## config.mk

```make
export PLATFORM = sky130hd
export DESIGN_NAME = pc_word_deserializer
export DESIGN_NICKNAME = d
export VERILOG_FILES = /design/src/rtl/pc_word_deserializer_pkg.sv /design/src/rtl/pc_word_deserializer_lane.sv /design/src/rtl/pc_word_deserializer.sv
export SDC_FILE = /design/constraint.sdc
export NUM_CORES = 1
export LEC_CHECK = 0
export CAP_MARGIN = 40
export CORE_MARGIN = 4
export CORE_UTILIZATION = 29
export CTS_BUF_LIST = sky130_fd_sc_hd__clkbuf_16
export DETAILED_ROUTE_END_ITERATION = 6
export PLACE_DENSITY_LB_ADDON = 0.15
export SLEW_MARGIN = 5
export SYNTH_ARGS = -nofsm -noshare
export SYNTH_HDL_FRONTEND = slang
export SYNTH_SLANG_ARGS = --single-unit
```

## constraint.sdc

```tcl
create_clock -name clk -period 1.8 [get_ports clk]
set_clock_uncertainty 0.1 [all_clocks]
set_input_delay 0.27 -clock clk [delete_from_list [all_inputs] [get_ports clk]]
set_output_delay 0.27 -clock clk [all_outputs]
set_load 0.01 [all_outputs]
```

## src/rtl/pc_word_deserializer_pkg.sv

```systemverilog
`default_nettype none
// ---------------------------------------------------------------------------
// pc_word_deserializer_pkg : code constants and lane widths for PC->FPGA words
// Revision 1.0
// ---------------------------------------------------------------------------
package pc_word_deserializer_pkg;

  localparam int NPC_CODE   = 8;
  localparam int NPC_DATA   = 24;
  localparam int N_TIME     = 48;
  localparam int N_SF_FILTS = 10;
  localparam int N_SF_STATE = 27;
  localparam int N_SF       = N_SF_FILTS + N_SF_STATE;
  localparam int DROP_W     = 16;

  localparam logic [NPC_CODE-1:0] TS_CODE = 8'd13;
  localparam logic [NPC_CODE-1:0] SF_CODE = 8'd14;
  localparam logic [NPC_CODE-1:0] RW_CODE = 8'd15;

  typedef enum logic [0:0] {
    LANE_FILL = 1'b0,
    LANE_FULL = 1'b1
  } lane_state_t;

endpackage
`default_nettype wire

```

## src/rtl/pc_word_deserializer_lane.sv

```systemverilog
`default_nettype none
// ---------------------------------------------------------------------------
// deserializer_lane : gathers NIN-bit chunks (LS chunk first) into NOUT bits
// Revision 1.0
// ---------------------------------------------------------------------------
module deserializer_lane
  import pc_word_deserializer_pkg::*;
#(
  parameter int NIN  = 24,
  parameter int NOUT = 48
) (
  input  logic            clk,
  input  logic            reset,
  input  logic            in_v,
  input  logic [NIN-1:0]  in_d,
  output logic            in_a,
  output logic [NOUT-1:0] out_d,
  output logic            out_v,
  input  logic            out_a
);

  localparam int W     = (NOUT + NIN - 1) / NIN;
  localparam int IDX_W = (W > 1) ? $clog2(W) : 1;
  localparam logic [IDX_W-1:0] LAST_IDX = IDX_W'(W - 1);

  lane_state_t      state, state_next;
  logic [IDX_W-1:0] idx;
  logic [NOUT-1:0]  acc;
  logic             load;
  logic             last;

  assign load  = in_v && in_a;
  assign last  = (idx == LAST_IDX);
  assign out_d = acc;

  always_ff @(posedge clk) begin
    if (!reset) begin
      state <= LANE_FILL;
    end else begin
      state <= state_next;
    end
  end

  always_comb begin
    state_next = state;
    in_a       = 1'b0;
    out_v      = 1'b0;
    case (state)
      LANE_FILL: begin
        in_a = 1'b1;
        if (load && last) state_next = LANE_FULL;
      end
      LANE_FULL: begin
        out_v = 1'b1;
        if (out_a) state_next = LANE_FILL;
      end
      default: state_next = LANE_FILL;
    endcase
  end

  // Only bits below NOUT are stored; the excess of the final chunk is dropped.
  always_ff @(posedge clk) begin
    if (!reset) begin
      idx <= '0;
      acc <= '0;
    end else if (load) begin
      idx <= last ? '0 : idx + 1'b1;
      for (int b = 0; b < NOUT; b++) begin
        if (idx == IDX_W'(b / NIN)) acc[b] <= in_d[b % NIN];
      end
    end
  end

endmodule
`default_nettype wire

```

## src/rtl/pc_word_deserializer.sv

```systemverilog
`default_nettype none
// ---------------------------------------------------------------------------
// pc_word_deserializer : routes coded PC words to TS/SF/RW assembly lanes
// Revision 1.0
// ---------------------------------------------------------------------------
module pc_word_deserializer
  import pc_word_deserializer_pkg::*;
(
  input  logic                clk,
  input  logic                reset,
  input  logic [NPC_CODE-1:0] PC_in_code,
  input  logic [NPC_DATA-1:0] PC_in_payload,
  input  logic                PC_in_v,
  output logic                PC_in_a,
  output logic [N_TIME-1:0]   TS_out_d,
  output logic                TS_out_v,
  input  logic                TS_out_a,
  output logic [N_SF-1:0]     SF_out_d,
  output logic                SF_out_v,
  input  logic                SF_out_a,
  output logic [NPC_DATA-1:0] RW_out_d,
  output logic                RW_out_v,
  input  logic                RW_out_a,
  output logic [DROP_W-1:0]   drop_count
);

  logic is_ts, is_sf, is_rw, is_other;
  logic ts_in_a, sf_in_a, rw_in_a;

  assign is_ts    = (PC_in_code == TS_CODE);
  assign is_sf    = (PC_in_code == SF_CODE);
  assign is_rw    = (PC_in_code == RW_CODE);
  assign is_other = !(is_ts || is_sf || is_rw);

  deserializer_lane #(.NIN(NPC_DATA), .NOUT(N_TIME)) u_ts_lane (
    .clk(clk), .reset(reset),
    .in_v(PC_in_v && is_ts), .in_d(PC_in_payload), .in_a(ts_in_a),
    .out_d(TS_out_d), .out_v(TS_out_v), .out_a(TS_out_a)
  );

  deserializer_lane #(.NIN(NPC_DATA), .NOUT(N_SF)) u_sf_lane (
    .clk(clk), .reset(reset),
    .in_v(PC_in_v && is_sf), .in_d(PC_in_payload), .in_a(sf_in_a),
    .out_d(SF_out_d), .out_v(SF_out_v), .out_a(SF_out_a)
  );

  deserializer_lane #(.NIN(NPC_DATA), .NOUT(NPC_DATA)) u_rw_lane (
    .clk(clk), .reset(reset),
    .in_v(PC_in_v && is_rw), .in_d(PC_in_payload), .in_a(rw_in_a),
    .out_d(RW_out_d), .out_v(RW_out_v), .out_a(RW_out_a)
  );

  // Unknown codes are always swallowed so they can never block the link.
  always_comb begin
    PC_in_a = 1'b0;
    if (reset) begin
      if (is_ts)      PC_in_a = ts_in_a;
      else if (is_sf) PC_in_a = sf_in_a;
      else if (is_rw) PC_in_a = rw_in_a;
      else            PC_in_a = 1'b1;
    end
  end

  always_ff @(posedge clk) begin
    if (!reset) begin
      drop_count <= '0;
    end else if (PC_in_v && is_other && (drop_count != '1)) begin
      drop_count <= drop_count + 1'b1;
    end
  end

endmodule
`default_nettype wire

```

==> summary.md, run 1 <==
| Metric | Value |
|---|---|
| Crit-path max FO | 4 |
| CP endpoint kind | flip-flop |
| Starting density of the core | 29.5% |
| Worst hold margin | 303 ps |
| Final core occ | 48.4% |
| Setup violators final | 1 |
| Setup CP Type | reg -> reg |
| RSZ-0062 raised after global routing | true |
| Worst Path Arrival | 2110 ps |
| Slew margin rel. | 70.3% |
| Share of layout cells above drive strength 1 | 15.5% |
| Design area | 7990 um^2 |
| Post-route ant nets | 0 |
| Post-Route WL | 16900 um |
| DP HPWL | 11400 um |
| Final cycle utilization of the critical path | 104% |
| Footprint of the multi-input gates | 2240 um^2 |
| Min-delay worst type | in -> reg |
| Sequential area share after synthesis | 53.3% |
| Hold_buf cts | 0 |
| DRT iter0 DRCs | 226 |
| Worst IR Drop VDD | 0.000795 V |
| Critical path required time | 2040 ps |
| P per Cell Area | 822 nW/um^2 |
| Initial antenna violation count | 0 |
| Critical Path Max Stage Delay | 530 ps |
| Cell Area, Synth | 4880 um^2 |
| Clk buf depth | 2 |
| Gpl congestion | 0.827 |
| Synthesis Warnings | 0 |
| Die W | 138 um |
| Metal1 wirelength | 6910 um |
| Site row count | 47 |
| Mapped Cells | 612 |
| CP cell instances | nand4_4 -> or2_4 -> or4b_4 -> or3_4 -> a21oi_2 |
| Synthesized Nets | 651 |
| Vias | 4902 |
| Critical-path top delay cell | or4b_4 |
| Asr flop ratio synth | 0% |
| PnR worst setup slack | -69.1 ps |
| Number of synthesized flops with an enable pin | 0 |
| GRT Util Overall | 18.1% |
| Vias in the first global route | 4862 |
| H-tree depth | 4 |
| Buf/Inv on CP | 0 |
| CP Launch Type | flip-flop |
| # diodes | 0 |
| Unique masters post-synth | 43 |
| I/O pin total | 167 |
| Port Buffers | 166 |
| CTS tree | done |
| Nets | 851 |
| Crit-path leading delay family | simple AND/OR/NAND/NOR gates |
| Number of clock sinks | 130 |
| Wire length per cell | 16.1 um |
| Slew @ Worst Pin | 445 ps |
| DR vias/cell | 4.69 |
| Non-Filler Instances | 1045 |
| Grt ovf | 0 |
| Die area | 19000 um^2 |
| Post-Place Setup Slack | -573 ps |
| First drt pass iteration count | 4 |
| CORE AREA | 16500 um^2 |
| Maxcap violations | 0 |
| Final hold vios | 0 |
| Max layer used | met4 |
| Filler Cells Inserted | 1588 |
| Status | complete, but fails checks |
| Die height | 138 um |
| Met3 wire length | 1210 um |
| Placed Instances | 1004 |
| Area after DPL | 7190 um^2 |
| DR DRC count | 0 |
| Syn Area/Cell | 7.98 um^2 |
| Violated checks | setup timing |
| Clk_lat worst skew | 410 ps |
| Main synth FF type | dfxtp_1 |
| Leak | 2.97 nW |
| First-pass GRT wire length | 26300 um |
| Fmax | 535 MHz |
| Seq cells post-synth | 130 |
| Met2 routed WL | 8470 um |
| Largest net degree at the start of global routing | 102 |
| Layout area overhead | 63.7% |
| CTS Buf Count | 17 |
| Final Slew Violations | 0 |
| Clk pin slew, worst setup/hold paths | 60 ps |
| Post-route minimum period | 1870 ps |
| Storage element area | 2630 um^2 |
| CTS Root Cell | clkbuf_16 |
[synthesized netlist by cell type, drive strengths merged (2+ instances only)]
cell,count,area (um^2)
nor2,15,56.3
xnor2,6,52.6
o31ai,2,15.0
nand3,57,285
and2,2,12.5
nor4,4,31.3
nor3,4,20.0
inv,4,15.0
a21oi,69,345
and3,3,18.8
mux2i,3,30.0
buf,5,23.8
or3,5,32.5
clkbuf,37,139
nand2b,8,50.1
or2,2,15.0
nand2,182,683
o21ai,53,265
dfxtp,130,2600
nand4,4,31.3
[registers in the layout (all words and copies together), names as in the netlist]
name	count
u_ts_lane.out_d	48
u_sf_lane.out_d	37
u_rw_lane.out_d	24
drop_count	16
u_rw_lane.state	1
u_sf_lane.idx	1
u_sf_lane.state	1
u_ts_lane.idx	1
u_ts_lane.state	1
[cell usage in the layout, fill, tap and decap left out, types with 6 or more instances in the layout]
| cell | n |
|---|---|
| buf_4 | 42 |
| clkdlybuf4s50_1 | 142 |
| nor2_1 | 14 |
| nand2_1 | 181 |
| dfxtp_1 | 117 |
| clkbuf_16 | 17 |
| dlymetal6s2s_1 | 10 |
| dlygate4sd2_1 | 12 |
| a21oi_1 | 67 |
| buf_12 | 9 |
| nand2b_1 | 8 |
| o21ai_0 | 53 |
| dfxtp_2 | 9 |
| buf_6 | 6 |
| nand3_1 | 53 |
[power by group]
group	internal [mW]	switching, mW
Sequential	2.88	0.00439
Clock	2.14	1.23
Combinational	0.138	0.173
[repair_timing]
item	CTS	global route
endpoints found under the setup margin	57	68
pin swaps	13	8
gates cloned	2	0
resized for setup	28	27
buffers inserted	5	3
endpoints found under the hold margin	0	0
[through the flow]
step,TNS [ps],power [mW]
floorplan,-69.1,3.05
detailed placement,-45040,3.25
global route,-653,6.83
finish,-69.1,6.57
global placement,-42670,3.25
CTS,-349,6.64
[routing by layer]
layer	vias up	global-route usage, %
met5	-	0
met2	129	30.7
met4	0	6.20
met3	17	6.50
li1	2459	-
met1	2297	21.0
[area by class of cell]
class / count / share of cell area (%)
clock buffer: 17 / 5.32
inverter: 4 / 0.188
clock inverter: 15 / 1.88
tap: 220 / 3.44
timing repair buffer: 223 / 28.2
sequential: 130 / 32.9
multi-input combinational: 436 / 28.1
[logic make-up after synthesis]
group	after synthesis	synth area share, %
simple gates	294	26.9
mux	4	0.846
compound gates	130	13.8
fa+ha+maj	1	0.256
xor+xnor	7	1.26
flops	130	53.3
buf+inv	46	3.64
[worst paths after layout]
check                              to  cells after the start  slack, ps                start
hold reg to reg   u_sf_lane.out_d[36]                      2        350  u_sf_lane.out_d[36]
setup reg to reg       drop_count[11]                      5        -70        drop_count[6]
setup / recovery       drop_count[11]                      5        -70        drop_count[6]
hold / removal          drop_count[8]                      3        300                reset
[worst min-delay path: cells and delay by family]
kind                   cells  cell delay (ps)
AOI/OAI and AO/OA          1              150
buffers and inverters      2              340
No activity file was read; power rests on OpenSTA's default activity.
==> run 2: changes to the inputs <==
--- a/config.mk
+++ b/config.mk
@@ -14,4 +14,5 @@
 export SLEW_MARGIN = 5
 export SYNTH_ARGS = -nofsm -noshare
 export SYNTH_HDL_FRONTEND = slang
+export SYNTH_HIERARCHICAL = 1
 export SYNTH_SLANG_ARGS = --single-unit
==> run 2 against run 1 <==
- the flow still finishes with violations (setup timing)
- final cell count shrank 3.3%
- sequential power about the same
- die area is 3.3% higher
- register-to-register slack got worse by 40 ps
- largest power group unchanged
==> summary.md, run 2 <==
| Metric | Value |
|---|---|
| Synthesis Warnings | 6 (was 0) |
| Die area | 19600 um^2 (was 19000 um^2) |
| Status | complete, but fails checks (unchanged) |
| Psw | 1.42 mW (was 1.41 mW) |
| Synthesized Nets | 611 (was 651) |
| Worst R2R End | drop_count[3] (was drop_count[11]) |
| Maxcap violations | 0 (unchanged) |
| Final hold vios | 0 (unchanged) |
| Nets | 817 (was 851) |
| Min-delay worst type | in -> reg (unchanged) |
| Clk_lat worst skew | 400 ps (was 410 ps) |
| Asr flop ratio synth | 0% (unchanged) |
| Post-route minimum period | 1900 ps (was 1870 ps) |
| Setup CP Type | reg -> reg (unchanged) |
| Hold_buf cts | 0 (unchanged) |
| Initial antenna violation count | 0 (unchanged) |
| Fmax | 525 MHz (was 535 MHz) |
| Area after DPL | 7120 um^2 (was 7190 um^2) |
| DRT iter0 DRCs | 219 (was 226) |
| Worst IR Drop VDD | 0.000589 V (was 0.000795 V) |
| Site row count | 47 (unchanged) |
| Mapped Cells | 572 (was 612) |
| Final cycle utilization of the critical path | 106% (was 104%) |
| Starting density of the core | 30.0% (was 29.5%) |
| Clk buf depth | 2 (unchanged) |
| Hold path depth | 4 (was 3) |
| Sequential share of power | 44.8% (was 43.9%) |
| Number of clock sinks | 130 (unchanged) |
| Area leader, netlist | dfxtp_1 (unchanged) |
| Wire length per cell | 18.3 um (was 16.1 um) |
| Gpl congestion | 0.784 (was 0.827) |
| Most common cell in the netlist | dfxtp_1 (was nand2_1) |
| Share of the synthesized area in the top cell type | 51.5% (was 53.3%) |
| Commonest cells post-synth | dfxtp_1, nand2_1, nand3_1 (was nand2_1, dfxtp_1, a21oi_1) |
| Cell Area, Synth | 5050 um^2 (was 4880 um^2) |
| Hold Crit Endpoint | drop_count[14] (was drop_count[8]) |
| First-pass GRT wire length | 27500 um (was 26300 um) |
| CTS tree | done (unchanged) |
| Crit-path max FO | 7 (was 4) |
| Slew margin rel. | 67.0% (was 70.3%) |
| # diodes | 0 (unchanged) |
| Grt ovf | 0 (unchanged) |
| Largest net degree at the start of global routing | 103 (was 102) |
| RSZ-0062 raised after global routing | true (unchanged) |
| Number of cells on the worst reg-to-reg path | 7 (was 5) |
| Vias in the first global route | 4876 (was 4862) |
| PnR worst setup slack | -105 ps (was -69.1 ps) |
| CORE AREA | 16800 um^2 (was 16500 um^2) |
| Commonest cells after routing, fill and taps aside | clkdlybuf4s50_1, dfxtp_1, nand2_1 (was nand2_1, clkdlybuf4s50_1, dfxtp_1) |
| RR Startpoint | drop_count[0] (was drop_count[6]) |
| CP Launch Type | flip-flop (unchanged) |
| Share of total power in the clock network | 49.6% (was 51.3%) |
| Share of layout cells above drive strength 1 | 26.3% (was 15.5%) |
| Commonest non-fill, non-tap cell in the layout | clkdlybuf4s50_1 (was nand2_1) |
| Critical path required time | 2020 ps (was 2040 ps) |
| I/O pin total | 167 (unchanged) |
| Layout area overhead | 70.6% (was 63.7%) |
| Port Buffers | 166 (unchanged) |
| Max reg flops | 48 (unchanged) |
| Vias | 4909 (was 4902) |
| First drt pass iteration count | 4 (unchanged) |
| Comb pwr share | 5.6% (was 4.7%) |
| DR vias/cell | 4.86 (was 4.69) |
| P per Cell Area | 748 nW/um^2 (was 822 nW/um^2) |
| Sw Share | 22.0% (was 21.5%) |
| CTS Root Cell | clkbuf_16 (unchanged) |
| Slew @ Worst Pin | 492 ps (was 445 ps) |
| Leak | 3.31 nW (was 2.97 nW) |
| DR DRC count | 0 (unchanged) |
| Number of synthesized flops with an enable pin | 0 (unchanged) |
| Main synth FF type | dfxtp_1 (unchanged) |
| Unique masters post-synth | 48 (was 43) |
| Seq cells post-synth | 130 (unchanged) |
| Violated checks | setup timing (unchanged) |
| Hold Crit Start | reset (unchanged) |
| Final Slew Violations | 0 (unchanged) |
| CTS Buf Count | 17 (unchanged) |
| Worst Path Arrival | 2120 ps (was 2110 ps) |
| DP HPWL | 11300 um (was 11400 um) |
| Post-route ant nets | 0 (unchanged) |
| GRT Util Overall | 17.9% (was 18.1%) |
| Clk pin slew, worst setup/hold paths | 60 ps (about the same) |
| P_int | 5.03 mW (was 5.16 mW) |
| H-tree depth | 4 (unchanged) |
| Syn Area/Cell | 8.83 um^2 (was 7.98 um^2) |
| Die W | 140 um (was 138 um) |
| Sequential area share after synthesis | 51.5% (was 53.3%) |
| Design area | 8620 um^2 (was 7990 um^2) |
| Worst hold margin | 207 ps (was 303 ps) |
| Flop-to-flop setup slack | -100 ps (was -70 ps) |
| Ranking of synthesized cells by area | dfxtp_1, nand3_1, nand2_1 (was dfxtp_1, nand2_1, a21oi_1) |
| Die height | 140 um (was 138 um) |
| CP endpoint kind | flip-flop (unchanged) |
| Setup violators final | 8 (was 1) |
| Post-Route WL | 18500 um (was 16900 um) |
## run 2: power by group through the flow
stage	clock (mW)	sequential, mW	combinational [mW]
2_1_floorplan	0	2.96	0.137
3_3_place_gp	0	2.95	0.329
3_5_place_dp	0	2.95	0.332
4_1_cts	3.28	2.89	0.344
5_1_grt	3.42	2.89	0.391
6_report	3.20	2.89	0.360
## run 2: stage by stage
step	setup TNS, ps	instances	total power, mW	util [%]	setup WS [ps]
floorplan	-1940	572	3.09	-	-113
global placement	-58230	948	3.28	42.4	-593
detailed placement	-64540	948	3.28	42.4	-650
CTS	-18.6	1008	6.51	49.2	-11.5
global route	-3640	1011	6.70	51.2	-181
finish	-470	1011	6.45	51.2	-105
## run 2: worst max-delay path by stage
stage / start / end / cells past startpoint
final: drop_count[0] / drop_count[3] / 7
after global routing: drop_count[0] / drop_count[3] / 7
after CTS: drop_count[1] / drop_count[8] / 5
after detailed placement: PC_in_code[3] / u_ts_lane/out_d[17] / 9
after global placement: PC_in_code[3] / u_ts_lane/out_d[1] / 9
after floorplan: PC_in_code[4] / u_sf_lane/out_d[2] / 9
## run 2: cells by family after synthesis
group,count (synthesis),synth area share (%)
adders and majority gates,1,0.248
muxes,27,5.37
buffers and inverters,55,5.89
AOI/OAI and AO/OA,119,13.5
DFF,130,51.5
xor gates and xnor gates,2,0.347
and+or+nand+nor,238,23.1
## run 2: repair_timing
action                                  CTS  global route
pin swaps                                13            53
endpoints found under the setup margin   91            76
buffers inserted                         19             3
gates resized for setup                 105            82
cloned                                   10             4
## run 2: worst max-delay path, stage by stage, from the launching register on
cell	delay [ps]
dfxtp_2	350
ha_4	140
nand4_1	190
nor4_2	390
a31o_2	290
buf_6	150
o21ai_2	50
a21oi_1	160
## run 2: routing by layer
layer,part of all wire [%],GRT usage [%]
met1,43,23.2
met2,50,29.8
met3,6.3,4.91
met4,1.0,4.44
met5,0,0
## run 2: final cells by class
cell class,instances,area (um^2)
multi-input cells,387,2620
repair buffers,232,2520
inverters,10,37.5
well taps,220,275
clock buffers,17,425
fillers,1561,8200
clock inverters,15,129
flip-flops and latches,130,2610
